**config.mk**
```make
export PLATFORM = sky130hd
export DESIGN_NAME = score_display_ctrl
export DESIGN_NICKNAME = d
export VERILOG_FILES = /design/src/rtl/score_display_ctrl.sv
export SDC_FILE = /design/constraint.sdc
export NUM_CORES = 1
export LEC_CHECK = 0
export ABC_AREA = 0
export BUFFER_PORTS_ARGS = -buffer_cell sky130_fd_sc_hd__buf_2
export CAP_MARGIN = 20
export CORE_ASPECT_RATIO = 1.1
export CORE_MARGIN = 2
export CORE_UTILIZATION = 35
export DETAILED_ROUTE_END_ITERATION = 12
export SLEW_MARGIN = 20
export SYNTH_ARGS = -nofsm -noshare
export SYNTH_HDL_FRONTEND = slang
export SYNTH_SLANG_ARGS = --single-unit
export TNS_END_PERCENT = 1
```
**constraint.sdc**
```tcl
create_clock -name clk -period 3.07 [get_ports clk]
set_clock_uncertainty 0.2 [all_clocks]
set_input_delay 0.307 -clock clk [delete_from_list [all_inputs] [get_ports clk]]
set_output_delay 0.307 -clock clk [all_outputs]
set_load 0.02 [all_outputs]
```
**src/rtl/score_display_ctrl.sv**
```systemverilog
// score_display_ctrl: Pong scoreboard with a shared 7-segment decoder
// time-multiplexed between both digits, plus winner blinking after game over.
module score_display_ctrl #(
  parameter int WIN_SCORE = 9,
  parameter int BLINK_DIV = 12500000
) (
  input  logic       clk,
  input  logic       rst_n,
  input  logic       p1_point,
  input  logic       p2_point,
  input  logic       clear,
  output logic [3:0] dec_bcd,
  input  logic [6:0] dec_segments,
  output logic [6:0] seg_p1,
  output logic [6:0] seg_p2,
  output logic       game_over,
  output logic [1:0] winner
);
  localparam int CW = $clog2(BLINK_DIV);
  typedef enum logic {PLAY, OVER} state_t;
  state_t          state_q;
  logic [3:0]      score1_q, score2_q, score1_d, score2_d;
  logic [1:0]      winner_q, win_d;
  logic            phase_q, blink_q;
  logic [CW-1:0]   blink_cnt_q;
  logic [6:0]      seg_p1_q, seg_p2_q;
  always_comb begin
    score1_d = score1_q + 4'(p1_point);
    score2_d = score2_q + 4'(p2_point);
    win_d    = {score2_d == 4'(WIN_SCORE), score1_d == 4'(WIN_SCORE)};
  end
  assign dec_bcd   = phase_q ? score2_q : score1_q;
  assign seg_p1    = seg_p1_q;
  assign seg_p2    = seg_p2_q;
  assign winner    = winner_q;
  assign game_over = state_q == OVER;
  always_ff @(posedge clk or negedge rst_n) begin
    if (!rst_n) begin
      state_q     <= PLAY;
      score1_q    <= '0;
      score2_q    <= '0;
      winner_q    <= '0;
      phase_q     <= 1'b0;
      blink_q     <= 1'b0;
      blink_cnt_q <= '0;
      seg_p1_q    <= '0;
      seg_p2_q    <= '0;
    end else begin
      phase_q <= ~phase_q;
      // The winner's digit is blanked at capture while blink is high
      if (!phase_q) seg_p1_q <= (winner_q[0] && blink_q) ? 7'h00 : dec_segments;
      else          seg_p2_q <= (winner_q[1] && blink_q) ? 7'h00 : dec_segments;
      if (clear) begin
        state_q     <= PLAY;
        score1_q    <= '0;
        score2_q    <= '0;
        winner_q    <= '0;
        blink_q     <= 1'b0;
        blink_cnt_q <= '0;
      end else if (state_q == PLAY) begin
        score1_q <= score1_d;
        score2_q <= score2_d;
        if (|win_d) begin
          state_q     <= OVER;
          winner_q    <= win_d;
          blink_q     <= 1'b0;
          blink_cnt_q <= '0;
        end
      end else begin
        blink_cnt_q <= (blink_cnt_q == CW'(BLINK_DIV - 1)) ? '0 : blink_cnt_q + 1'b1;
        if (blink_cnt_q == CW'(BLINK_DIV - 1)) blink_q <= ~blink_q;
      end
    end
  end
endmodule

```
* Word-level counts from Yosys, hierarchy flattened *
Index checks and enable logic that the tools add are counted.

storage, ports and cells
  logic and storage cells = 47
  register bits = 51
  input bits = 12

operators by class
  eq/ne operators = 5
  multiplexer cells = 21
  reduce and logical (&&, ||, !) cells = 7
  add/subtract/negate cells = 3
  bitwise operators = 2

operators by type and width
  cell                                            number
  two-way mux 24 bit                              4
  adder 24 x 1 -> 24 bit (second input constant)  1
  equality test 24 bit (second input constant)    1
  two-way mux 4 bit                               5
  two-way mux 7 bit                               2
  adder 4 x 1 -> 4 bit                            2
  equality test 4 bit (second input constant)     2
  two-way mux 1 bit                               7
  two-way mux 2 bit                               3
  AND reduction 2 bit                             2
  != test 3 x 2 -> 1 bit (second input constant)  1
  nonzero test 3 bit                              1
  logical AND 1 bit                               2
  != test 2 bit (second input constant)           1
  inverter 1 bit                                  2
  nonzero test 2 bit                              1
  OR reduction 2 bit                              1

* Depth between registers and ports, before layout *
Gate-level depths: netlist of the first run.

  depth in word-level cells = 6
  depth in mapped cells = 8
  depth with buffers taken out = 7

* Least setup slack after synthesis of the first run *
Ideal clock, no wire load.

  path kind = reg-to-reg
  from = register blink_cnt_q[7]
  to = register blink_cnt_q[10]
  path buffers = 2
  path slack = 0.538 ns
  data arrival time = 2.206 ns
  setup time = 0.126 ns
  stages on the path, launching flop included = 8
  required time = 2.744 ns
  cell sequence = dfrtp_1 -> buf_6 -> or4_1 -> or4_4 -> o21a_4 -> buf_6 -> o211a_1 -> a221o_1

between the ends
  word-level cells in the longest chain between the ends = 4
  elaborated cells on any way between the ends = 5
  classes of those cells = add/sub (1); eq/ne (1); mux (3)

RTL lines
  what                                                                   line  RTL
  start, declared                                                        25    logic [CW-1:0] blink_cnt_q;
  start signal, assigned                                                 70    blink_cnt_q <= (blink_cnt_q == CW'(BLINK_DIV - 1)) ? '0 : blink_cnt_q + 1'b1;
  adder 24 x 1 -> 24 bit / equality test 24 bit (equally long branches)  70
  two-way mux 24 bit *                                                   70
  two-way mux 24 bit *                                                   60    end else if (state_q == PLAY) begin
  two-way mux 24 bit *                                                   53    if (clear) begin

Every way passes the cells marked *; elsewhere a longest branch is shown, timed or not.
A chain may end at the register's enable or synchronous reset.

* Worst setup path in the final report of the first run *
  from = register blink_cnt_q[7]
  to = register blink_cnt_q[7]

The elaborated chain is that of the path after synthesis.

==> results of run 1 <==
## report_power, final
part / switching, mW / total, mW / leakage (nW) / internal, mW
registers: 0.0105 / 0.696 / 0.673 / 0.686
clock network: 0.234 / 0.418 / 0.0474 / 0.184
logic: 0.0651 / 0.100 / 0.803 / 0.0351
## cell type report
type / count / area, um^2 / share of cell area, %
clock buffer: 6 / 82.58 / 2.632
clock inverter: 2 / 16.27 / 0.5183
inverter: 13 / 48.80 / 1.555
multi-input combinational: 214 / 1355 / 43.18
sequential: 51 / 1276 / 40.67
tap: 105 / 131.4 / 4.187
timing repair buffer: 39 / 227.7 / 7.257
## kinds of logic (layout without fill, tap and decap cells)
family	after synthesis	in the layout	share of synthesized area [%]
compound gates	72	72	18.15
xor+xnor	6	6	1.920
fa+ha+maj	5	5	2.286
buf+inv	25	60	4.024
flops	51	51	46.64
mux	9	9	3.475
simple gates	122	122	23.50
## registers in the layout (all words and copies together) (netlist names)
signal	count
score2_q	4
seg_p1	7
phase_q	1
seg_p2	7
winner	2
blink_q	1
game_over	1
blink_cnt_q	24
score1_q	4
## what timing repair did
item	in CTS	in global routing
hold buffers	1	0
resized for setup	0	0
hold endpoints to repair	18	0
## per-layer routing
| layer | vias up | GRT usage [%] | part of all wire (%) |
|---|---|---|---|
| met5 | - | 0 | 0 |
| met4 | 0 | 3.730 | 1.0 |
| met3 | 5 | 2.986 | 3.7 |
| met2 | 44 | 23.77 | 48 |
| met1 | 1075 | 20.08 | 47 |
| li1 | 1132 | - | - |
## Yosys cell counts (all sizes together) (3+ instances only)
cell type  number
buf             4
mux2            4
nand4           4
o21ai          28
nor3            9
a211o           7
nor2           21
nand2          30
or3            11
nor4            3
a21o            9
clkbuf          8
a221o           5
xnor2           4
mux2i           5
dfrtp          51
a21oi          11
and3            8
nand3          17
or4             6
ha              5
nor2b           4
inv            13
## per-stage QoR
stage	hold slack, ns	utilization, %	instance area, um^2	power [mW]
finish	0.03343	41.76	3138	1.215
detailed placement	0.07772	40.31	3029	0.8112
global route	0.03660	41.76	3138	1.281
floorplan	-0.1886	-	2736	0.7629
CTS	0.02669	41.76	3138	1.238
global placement	0.07601	40.31	3029	0.8087
## worst paths after layout
path / startpoint / endpoint / slack, ns
setup reg to reg: blink_cnt_q[7] / blink_cnt_q[7] / 0.45
hold reg to reg: seg_p1[0] / seg_p1[0] / 0.29
min in group asynchronous: rst_n / score2_q[1] / 0.26
max in group asynchronous: rst_n / blink_cnt_q[10] / 1.60
setup / recovery: blink_cnt_q[7] / blink_cnt_q[7] / 0.45
hold / removal: dec_segments[2] / seg_p2[2] / 0.03
## worst register-to-register path, cell delays in order, from the launching register on
cell and delay (ns):
dfrtp_1 0.47, or4_1 0.53, or4_4 0.53, o21a_4 0.31, and3_1 0.18, a221o_2 0.29
==> impl_metrics.env, run 1 <==
export IMPL_cts_made_buffers=5
export IMPL_mappedNetlistArea_um2=2736
export IMPL_place_detailed_instances=421
export IMPL_maxClockFrequency_mhz=381.7
export IMPL_drive_above_1_share_pct=19.69
export IMPL_first_pass_grt_wire_length_um=10250
export IMPL_die_width_um=88.31
export IMPL_slew_hr_pct=63.71
export IMPL_drt_iter0_markers=75
export IMPL_post_cts_setup_buffer_count=0
export IMPL_die_height_um=96.74
export IMPL_layout_cells_most_common="dfrtp_1"
export IMPL_die_area_um2=8542
export IMPL_setup_tns_ns=0
export IMPL_ctsHtreeMaxLevel=2
export IMPL_syn_nets=307
export IMPL_path_delay_family="simple AND/OR/NAND/NOR gates"
export IMPL_netlist_top_cells_area="dfrtp_1 47%, o21ai_0 4.9%, nand2_1 4.1%, nand3_1 3.1%, nor2_1 2.9%"
export IMPL_postSynthAreaPerCell_um2=9.436
export IMPL_final_weighted_congestion_of_routability_driven_global_placement=0.7634
export IMPL_flow_area_growth_from_synthesis_pct=14.68
export IMPL_p_per_area_nw_per_um2=387.1
export IMPL_via_count=2256
export IMPL_max_cap_viol_count=0
export IMPL_final_cell_mix="51 x dfrtp_1, 32 x buf_2, 30 x nand2_1"
export IMPL_critical_path_cell_by_cell="or4_1 -> or4_4 -> o21a_4 -> and3_1 -> a221o_2"
export IMPL_ys_seq_elements=51
export IMPL_grt_antenna_before_repair=0
export IMPL_wl_um=5890
export IMPL_dp_worst_slack_ns=0.4409
export IMPL_netlist_instances=290
export IMPL_most_used_flip_flop_cell_after_synthesis="dfrtp_1"
export IMPL_cts_root_to_sink_buffers=2
export IMPL_kind_of_critical_path="flip-flop to flip-flop"
export IMPL_path_depth=5
export IMPL_ys_warn_count=0
export IMPL_status="finished clean"
export IMPL_sequential_share_of_the_synthesized_area_pct=46.64
export IMPL_async_reset_ff_share_pct=100.0
export IMPL_timing_critical_path_required_ns=3.06
export IMPL_top_level_ports=33
export IMPL_cp_max_fo=18
export IMPL_final_fill_count=770
export IMPL_tritoncts_clock_tree="done"
export IMPL_cts_root_buffer="clkbuf_8"
export IMPL_vdd_ir_drop_worst_v=0.0001605
export IMPL_reg2regPathDepth=5
export IMPL_critical_path_max_stage_delay_ns=0.53
export IMPL_core_rowCount=33
export IMPL_finalSetupViolations=0
export IMPL_synth_area_leader_cell="dfrtp_1"
export IMPL_num_nets_final=341
export IMPL_worst_setup_path_start_kind="flip-flop"
export IMPL_final_instance_count_excl_fill=430
export IMPL_period_minus_slack_ns=2.620
export IMPL_diodes=0
export IMPL_yosysUniqueCellTypes=48
export IMPL_drt_pass1_iterations=4
export IMPL_cp_slowest_cell="or4_4"
export IMPL_worstPathArrival_ns=2.61
export IMPL_core_area_um2=7515
export IMPL_clock_latency_of_the_later_clocked_register_in_the_worst_skew_pair_ns=0.31
export IMPL_final_setup_worst_slack_ns=0.4503
export IMPL_placement_io_buffers=32
export IMPL_cellLeakagePower_nw=1.523
export IMPL_number_of_global_route_vias_before_repair=2188
export IMPL_final_hold_violation_count=0
export IMPL_pin_count_of_the_biggest_net_entering_global_routing=34
export IMPL_min_path_cells=3
export IMPL_place_detailed_hpwl_um=4125
export IMPL_drt_via_density=5.247
export IMPL_grt_setup_unrepaired="no"
export IMPL_element_type_at_the_critical_path_end="flip-flop"
export IMPL_initial_util_pct=36.41
export IMPL_synth_edff_count=0
export IMPL_worstHoldPathType="input port to flip-flop"
export IMPL_synth_top_cell_area_share_pct=46.64
export IMPL_critical_path_n_buffers_inverters=0
export IMPL_slew_violations=0
export IMPL_total_overflow_reported_by_the_global_router=0
export IMPL_cts_num_sinks=51
export IMPL_ant_nets=0
export IMPL_period_share_pct=85.33
export IMPL_actual_transition_at_the_worst_max_transition_pin_ns=0.5394
export IMPL_routed_wire_length_per_instance_um=13.70
export IMPL_globalRouteTotalUtil_pct=14.73
export IMPL_remaining_drc_errors=0
export IMPL_cts_clk_slew_worst_paths_ns=0.10
No activity file was read; power rests on OpenSTA's default activity.
==> run 2: changes to the inputs <==
BUFFER_PORTS_ARGS = unset   (was -buffer_cell sky130_fd_sc_hd__buf_2)
DONT_BUFFER_PORTS = 1   (was unset)
RECOVER_POWER = 50   (was unset)
==> run 2 against run 1 <==
Via count is 3.1% lower; sequential power is 2% higher; final cell count is 6.0% lower; critical path depth stayed put; critical endpoint is now blink_cnt_q[2].
==> impl_metrics.env, run 2 (same netlist as run 1, synthesis figures left out) <==
export IMPL_status="finished clean"
export IMPL_period_minus_slack_ns=2.731
export IMPL_sequentialPowerShare_pct=55.8
export IMPL_switching_power_mw=0.3123
export IMPL_drt_via_density=5.411
export IMPL_final_setup_worst_slack_ns=0.3389
export IMPL_cp_max_fo=19
export IMPL_initial_util_pct=36.41
export IMPL_slew_hr_pct=13.89
export IMPL_num_nets_final=315
export IMPL_largest_register="blink_cnt_q"
export IMPL_clock_latency_of_the_later_clocked_register_in_the_worst_skew_pair_ns=0.31
export IMPL_maxClockFrequency_mhz=366.2
export IMPL_globalRouteTotalUtil_pct=14.08
export IMPL_diodes=0
export IMPL_actual_transition_at_the_worst_max_transition_pin_ns=1.292
export IMPL_power_switching_share_pct=24.53
export IMPL_drt_iter0_markers=91
export IMPL_part_of_the_power_in_the_clock_network_pct=38.1
export IMPL_placement_io_buffers=0
export IMPL_flow_area_growth_from_synthesis_pct=11.25
export IMPL_die_area_um2=8542
export IMPL_final_hold_violation_count=0
export IMPL_worst_setup_path_start_kind="flip-flop"
export IMPL_drive_above_1_share_pct=10.03
export IMPL_core_area_um2=7515
export IMPL_final_cell_mix="51 x dfrtp_1, 30 x nand2_1, 27 x o21ai_0"
export IMPL_wl_um=5906
export IMPL_element_type_at_the_critical_path_end="flip-flop"
export IMPL_slew_violations=0
export IMPL_core_rowCount=33
export IMPL_place_detailed_hpwl_um=3881
export IMPL_dp_worst_slack_ns=0.3415
export IMPL_cts_num_sinks=51
export IMPL_remaining_drc_errors=0
export IMPL_layout_cells_most_common="dfrtp_1"
export IMPL_final_weighted_congestion_of_routability_driven_global_placement=0.7712
export IMPL_pin_count_of_the_biggest_net_entering_global_routing=52
export IMPL_grt_antenna_before_repair=0
export IMPL_ctsHtreeMaxLevel=2
export IMPL_cts_clk_slew_worst_paths_ns=0.10
export IMPL_cts_made_buffers=5
export IMPL_cellLeakagePower_nw=1.412
export IMPL_first_pass_grt_wire_length_um=9798
export IMPL_largest_register_ffs=24
export IMPL_vdd_ir_drop_worst_v=0.0001486
export IMPL_die_height_um=96.74
export IMPL_number_of_global_route_vias_before_repair=2092
export IMPL_top_level_ports=33
export IMPL_finish_instance_area_um2=3044
export IMPL_tritoncts_clock_tree="done"
export IMPL_drt_pass1_iterations=4
export IMPL_power_total_mw=1.273
export IMPL_cts_resized=0
export IMPL_total_overflow_reported_by_the_global_router=0
export IMPL_worstPathArrival_ns=2.73
export IMPL_die_width_um=88.31
export IMPL_max_cap_viol_count=0
export IMPL_finalSetupViolations=0
export IMPL_period_share_pct=88.96
export IMPL_detailed_place_area_um2=2834
export IMPL_grt_setup_unrepaired="no"
export IMPL_cts_root_to_sink_buffers=2
export IMPL_routed_wire_length_per_instance_um=14.62
export IMPL_worstHoldPathType="input port to flip-flop"
export IMPL_timing_critical_path_required_ns=3.07
export IMPL_fin_util_pct=40.51
export IMPL_via_count=2186
export IMPL_p_int_mw=0.9605
export IMPL_setup_tns_ns=0
export IMPL_kind_of_critical_path="flip-flop to flip-flop"
export IMPL_ant_nets=0
export IMPL_cts_root_buffer="clkbuf_8"
export IMPL_p_per_area_nw_per_um2=418.1
export IMPL_combPwrFrac_pct=6.0
==> run 2: changes by cell type in the layout (fill, tap and decap cells not counted), sizes merged <==
| cell | previous run | this run |
|---|---|---|
| dlygate4sd3 | 1 | 9 |
| clkinv | 1 | 0 |
| buf | 38 | 3 |
| inv | 13 | 14 |
| bufinv | 0 | 1 |
==> run 2: power by group through the flow <==
stage	Sequential, mW	Combinational (mW)	Clock (mW)
finish	0.710	0.0768	0.486
global route	0.714	0.0882	0.532
CTS	0.711	0.0829	0.505
detailed placement	0.724	0.0510	0
global placement	0.724	0.0494	0
floorplan	0.720	0.0428	0
==> run 2: repair_timing <==
item,CTS,global route
endpoints found under the hold margin,77,0
hold buffers,10,0
setup buffers,0,0
==> run 2: layout make-up <==
| cell class | instances | area (um^2) |
|---|---|---|
| multi-input combinational | 214 | 1355 |
| inverter | 13 | 48.80 |
| clock buffer | 5 | 68.82 |
| fill | 770 | 4471 |
| tap | 105 | 131.4 |
| sequential | 51 | 1276 |
| timing repair buffer | 13 | 117.6 |
| clock inverter | 3 | 46.29 |
==> run 2: layer usage <==
metal / vias to the layer above / routed length, um / track usage [%]
li1: 1073 / - / -
met1: 1055 / 2853 / 19.16
met2: 52 / 2615 / 22.09
met3: 6 / 380 / 3.328
met4: 0 / 57 / 4.196
met5: - / 0 / 0
==> run 2: worst paths after layout <==
check                      slack [ns]       startpoint  depth (start not counted)              end
setup / recovery                 0.34   blink_cnt_q[8]                          5   blink_cnt_q[2]
hold / removal                   0.11         p1_point                          3      score1_q[0]
setup reg to reg                 0.34   blink_cnt_q[8]                          5   blink_cnt_q[2]
hold reg to reg                  0.34  blink_cnt_q[18]                          1  blink_cnt_q[18]
max in group asynchronous        1.27            rst_n                          2   blink_cnt_q[0]
min in group asynchronous        0.62            rst_n                          2      score1_q[1]
==> run 2: worst max-delay path, cell delays in order (launching register included) <==
cell	delay (ns)
dfrtp_1	0.47
or4_1	0.54
or4_4	0.53
o21ai_4	0.47
nor3b_1	0.11
a221o_2	0.31
==> run 2: through the flow <==
step                      std cells  hold WS (ns)
after global placement          386       -0.1875
final                           404        0.1056
after CTS                       404        0.1058
after global routing            404        0.1162
after detailed placement        386       -0.1875
after floorplan                 290       -0.1886
